## src/rtl/serial_paralelo_pkg.sv

```systemverilog
// serial_paralelo_pkg: shared link symbols and receiver FSM encodings.
package serial_paralelo_pkg;
    localparam logic [7:0] COM_SYM_DEF = 8'hBC;
    localparam logic [1:0] SEARCH = 2'd0;
    localparam logic [1:0] ALIGN  = 2'd1;
    localparam logic [1:0] ACTIVE = 2'd2;
endpackage

```

## src/rtl/com_detect.sv

```systemverilog
// com_detect: combinational match of a candidate byte against the COM symbol.
module com_detect #(
    parameter logic [7:0] SYM = 8'hBC
) (
    input  logic [7:0] w_i,
    output logic       is_com_o
);
    assign is_com_o = (w_i == SYM);
endmodule

```

## src/rtl/serial_paralelo.sv

```systemverilog
// serial_paralelo: deserialises the MSB-first bit stream, aligning on COM symbols
// and emitting one byte per 8 bit-times once the link is active.
module serial_paralelo
    import serial_paralelo_pkg::*;
#(
    parameter logic [7:0] COM_SYM   = COM_SYM_DEF,
    parameter logic [3:0] COM_COUNT = 4'd4
) (
    input  logic       clk32_f,
    input  logic       reset_L,
    input  logic       data_in,
    output logic [7:0] data_out,
    output logic       valid_out,
    output logic       byte_strobe,
    output logic       active,
    output logic [3:0] com_cnt
);
    logic [7:0] sr_q, sr_d, data_q, data_d, w;
    logic [2:0] bit_cnt_q, bit_cnt_d;
    logic [3:0] com_cnt_q, com_cnt_d;
    logic [1:0] state_q, state_d;
    logic       valid_q, valid_d, strobe_q, strobe_d, active_q, active_d;
    logic       is_com, boundary;

    assign w        = {sr_q[6:0], data_in};
    assign boundary = (bit_cnt_q == 3'd7);

    com_detect #(.SYM(COM_SYM)) u_com_detect (.w_i(w), .is_com_o(is_com));

    always_comb begin
        sr_d      = w;
        state_d   = state_q;
        bit_cnt_d = bit_cnt_q + 3'd1;
        com_cnt_d = com_cnt_q;
        data_d    = data_q;
        valid_d   = valid_q;
        strobe_d  = 1'b0;
        active_d  = active_q;
        if (state_q == SEARCH) begin
            bit_cnt_d = 3'd0;
            if (is_com) begin
                com_cnt_d = 4'd1;
                state_d   = ALIGN;
            end
        end else if (state_q == ALIGN) begin
            if (boundary && is_com && (com_cnt_q + 4'd1 == COM_COUNT)) begin
                com_cnt_d = COM_COUNT;
                active_d  = 1'b1;
                state_d   = ACTIVE;
            end else if (boundary && is_com) begin
                com_cnt_d = com_cnt_q + 4'd1;
            end else if (boundary) begin
                com_cnt_d = 4'd0;
                state_d   = SEARCH;
            end
        end else if (state_q == ACTIVE) begin
            data_d   = boundary ? w : data_q;
            valid_d  = boundary ? !is_com : valid_q;
            strobe_d = boundary;
        end else begin
            bit_cnt_d = 3'd0;
            state_d   = SEARCH;
        end
    end

    always_ff @(posedge clk32_f or negedge reset_L) begin
        if (!reset_L) begin
            sr_q      <= '0;
            state_q   <= SEARCH;
            bit_cnt_q <= '0;
            com_cnt_q <= '0;
            data_q    <= '0;
            valid_q   <= 1'b0;
            strobe_q  <= 1'b0;
            active_q  <= 1'b0;
        end else begin
            sr_q      <= sr_d;
            state_q   <= state_d;
            bit_cnt_q <= bit_cnt_d;
            com_cnt_q <= com_cnt_d;
            data_q    <= data_d;
            valid_q   <= valid_d;
            strobe_q  <= strobe_d;
            active_q  <= active_d;
        end
    end

    assign data_out    = data_q;
    assign valid_out   = valid_q;
    assign byte_strobe = strobe_q;
    assign active      = active_q;
    assign com_cnt     = com_cnt_q;
endmodule

```

## config.mk

```make
export PLATFORM = sky130hd
export DESIGN_NAME = serial_paralelo
export DESIGN_NICKNAME = d
export VERILOG_FILES = /design/src/rtl/serial_paralelo_pkg.sv /design/src/rtl/com_detect.sv /design/src/rtl/serial_paralelo.sv
export SDC_FILE = /design/constraint.sdc
export NUM_CORES = 1
export LEC_CHECK = 0
export BUFFER_PORTS_ARGS = -buffer_cell sky130_fd_sc_hd__clkbuf_2
export CAP_MARGIN = 20
export CORE_UTILIZATION = 26
export DETAILED_ROUTE_END_ITERATION = 10
export SYNTH_ARGS = -nofsm -noshare
export SYNTH_HDL_FRONTEND = slang
export SYNTH_SLANG_ARGS = --single-unit
```

## constraint.sdc

```tcl
create_clock -name clk32_f -period 1.75 [get_ports clk32_f]
set_clock_uncertainty 0.1 [all_clocks]
set_input_delay 0.175 -clock clk32_f [delete_from_list [all_inputs] [get_ports clk32_f]]
set_output_delay 0.175 -clock clk32_f [all_outputs]
set_load 0.05 [all_outputs]
```

==> PnR_summary.wiki <==
{| class="wikitable"
! Metric !! Value
|-
| Run status || completed
|-
| Antenna violations before repair || 0
|-
| Number of nets produced by synthesis || 93
|-
| Summed negative setup slack over all endpoints || 0 ns
|-
| Post-layout nets || 116
|-
| Library cell contributing the largest single delay on the critical path || sky130_fd_sc_hd__dfrtp_1
|-
| Multi-input combinational cell area || 472 um2
|-
| Die Y || 69.0 um
|-
| First-pass GRT wire length || 3510 um
|-
| Worst hold path endpoint || sr_q[1]
|-
| Beginning of the worst hold path || sr_q[0]
|-
| TritonCTS clock tree || done
|-
| Vias/cell || 4.63
|-
| Setup repair after global routing missed its margin || yes
|-
| Cell occurring most often along the worst timing path || sky130_fd_sc_hd__ha_1
|-
| CP startpoint kind || register
|-
| Most common library cells after synthesis || 27 x sky130_fd_sc_hd__dfrtp_1, 8 x sky130_fd_sc_hd__mux2_2, 5 x sky130_fd_sc_hd__nand2_1, 4 x sky130_fd_sc_hd__ha_1
|-
| Number of global-route vias before repair || 740
|-
| Number of violations reported at the end of detailed-routing iteration 0 || 28
|-
| Detailed-router iteration count before antenna repair || 4
|-
| Max cap viols || 0
|-
| FF-to-FF Start || bit_cnt_q[0]
|-
| Dominant cell type by area after synthesis || sky130_fd_sc_hd__dfrtp_1
|-
| Maximum number of pins on one net before global-route repair || 28
|-
| Num CTS Buffers || 3
|-
| Deepest clock path buffer count || 2
|-
| Mapped cell area || 0.00117 mm2
|-
| I/O pin cnt || 18
|-
| Sequential cell area fraction in the yosys report || 57.8%
|-
| Mean area per synthesized cell || 13.6 um2
|-
| Actual transition at the worst max-transition pin || 0.640 ns
|-
| Share of the clock period used by the worst path || 94.7%
|-
| Async set-or-reset flop fraction in the synthesized netlist || 100%
|-
| Count of mapped cells out of synthesis || 86
|-
| Worst-Skew Late Latency || 0.27 ns
|-
| Relative area change from synthesis to final layout || 19.2%
|-
| Row count || 24
|-
| WL final || 2040 um
|-
| Routed wirelength normalized by instance count || 12.8 um
|-
| Cell depth of the worst flop-to-flop path || 4
|-
| Most repeated cell in the gate-level netlist after synthesis || sky130_fd_sc_hd__dfrtp_1
|-
| Count of synthesis-stage warnings from yosys || 0
|-
| Number of buffers inserted by port buffering || 17
|-
| Worst hold stages || 0
|-
| Largest delay contributor family on the critical path || adder cells
|-
| Final Util || 32.2%
|-
| Initial standard-cell utilization of the core || 27.0%
|-
| CP Capture Type || register
|-
| Static Leak || 0.686 nW
|-
| Total congestion overflow after global routing || 0
|-
| Vias || 741
|-
| CP max FO || 11
|-
| Number of fill cells || 474
|-
| Most used flip-flop cell after synthesis || sky130_fd_sc_hd__dfrtp_1
|-
| Crit-path max cell delay || 0.40 ns
|-
| Chip width || 69.0 um
|-
| Buf+Inv Stages, Crit Path || 0
|-
| Count of flip-flops with a built-in enable after synthesis || 0
|-
| Tightest slew margin relative to the limit || 57.3%
|-
| Worst-case register-to-register setup slack || 0.09 ns
|-
| Count of unique library cells instantiated by Yosys || 34
|-
| Number of design rule violations left after detail routing || 0
|-
| Post-CTS Setup Bufs || 0
|-
| Num Clock Sinks || 27
|-
| CTS H-tree depth || 1
|-
| Power Dens Cells || 764 mW/mm2
|-
| Setup violators final || 0
|-
| Clock Pin Slew Worst Setup and Hold Paths || 0.09 ns
|-
| Die outline area || 0.00477 mm2
|-
| Number of hold-slack violations in the final timing report || 0
|-
| Core Box Area || 0.00432 mm2
|-
| Share of Yosys cell area claimed by the top area cell type || 57.8%
|-
| Endpoint of the most critical register-to-register path || data_out[5]
|-
| Final HPWL from detailed placement || 1490 um
|-
| Flip-flop and latch count after synthesis || 27
|-
| Antenna cells || 0
|-
| Required time worst endpoint || 1.81 ns
|-
| Combined global-route utilization of all metal layers || 8.79%
|-
| Arrival time reported for the critical path endpoint || 1.71 ns
|-
| Post-DRT Antenna Nets || 0
|-
| Final Critical Period || 1.66 ns
|-
| Leading cell types by total area after synthesis || sky130_fd_sc_hd__dfrtp_1 58%, sky130_fd_sc_hd__mux2_2 7.7%, sky130_fd_sc_hd__ha_1 4.3%
|-
| Worst Hold Class || reg2reg
|-
| Peak VDD IR || 381 uV
|-
| Final Wtd Congestion || 0.797
|-
| Crit Path Class || reg2reg
|-
| Ordered list of cells on the worst path || ha_1 -> ha_1 -> nand3_2 -> mux2_2
|-
| Root Driver || sky130_fd_sc_hd__clkbuf_8
|-
| Maximum clock rate || 603 MHz
|-
| Share of final-layout standard cells stronger than drive strength 1 || 38.9%
|-
| Sequential cell area || 678 um2
|-
| Slew Viols, Final || 0
|}
[report_power, final]
| part | switching (mW) | internal (mW) |
|---|---|---|
| sequential | 0.0192 | 0.640 |
| clock | 0.185 | 0.159 |
| combinational | 0.0388 | 0.0216 |
| total | 0.243 | 0.821 |
[registers in the layout, summed over array words and instances, names as in the netlist]
signal and flops:
com_cnt 4, active 1, byte_strobe 1, data_out 8, sr_q 7, state_q 2, bit_cnt_q 3, valid_out 1
[worst max path at each step]
| stage | from | endpoint | slack [ns] | cells after the start |
|---|---|---|---|---|
| after global routing | bit_cnt_q[0] | data_out[2] | -0.007 | 4 |
| final | bit_cnt_q[0] | data_out[5] | 0.09 | 4 |
| after floorplan | com_cnt[0] | state_q[0] | 0.02 | 5 |
| after global placement | bit_cnt_q[0] | data_out[1] | 0.16 | 4 |
| after CTS | bit_cnt_q[0] | data_out[5] | 0.08 | 4 |
| after detailed placement | bit_cnt_q[0] | data_out[2] | 0.09 | 4 |
[layout make-up]
cell class	instances	share of cell area (%)
flip-flops and latches	27	48.7
multi-input cells	53	33.9
repair buffers	21	8.63
well taps	52	4.67
clock buffers	3	2.96
inverters	3	0.809
clock inverters	1	0.359
[stage by stage]
stage               total power [mW]  setup WS [ns]  area [um2]  hold slack [ns]  instances
floorplan                      0.703         0.0170        1170           -0.221         86
global placement               0.728          0.159        1320            0.122        154
detailed placement             0.731         0.0890        1320            0.132        154
CTS                             1.07         0.0795        1390            0.315        160
global route                    1.11       -0.00660        1390            0.323        160
finish                          1.06         0.0921        1390            0.309        160
[logic make-up (layout without fill, tap and decap cells)]
family,Yosys count,in the layout,share of synthesized area [%]
xor+xnor,1,1,0.750
fa+ha+maj,4,4,4.28
buf+inv,6,28,2.25
simple gates,24,24,15.8
compound gates,16,16,11.4
flops,27,27,57.8
mux,8,8,7.71
[layout by cell type, fill, tap and decap left out, drive strengths merged, types with 3 or more instances in the layout]
master,instances
dfrtp,27
clkbuf,20
ha,4
and2,3
nand3,4
nor2b,3
mux2,8
nand2,5
inv,3
[layer usage]
metal  GRT usage (%)  vias to the layer above  wire, um
li1                -                      352         -
met1            11.9                      366       946
met2            14.7                       23       977
met3            1.90                        0       120
met4            1.36                        0         0
met5               0                        -         0
[repair_timing]
item / 4_1_cts / 5_1_grt
endpoints found under the hold margin: 28 / 0
gates resized for setup: 0 / 1
endpoints found under the setup margin: 0 / 1
hold buffers: 2 / 0
Power figures use the tool's default switching activity.
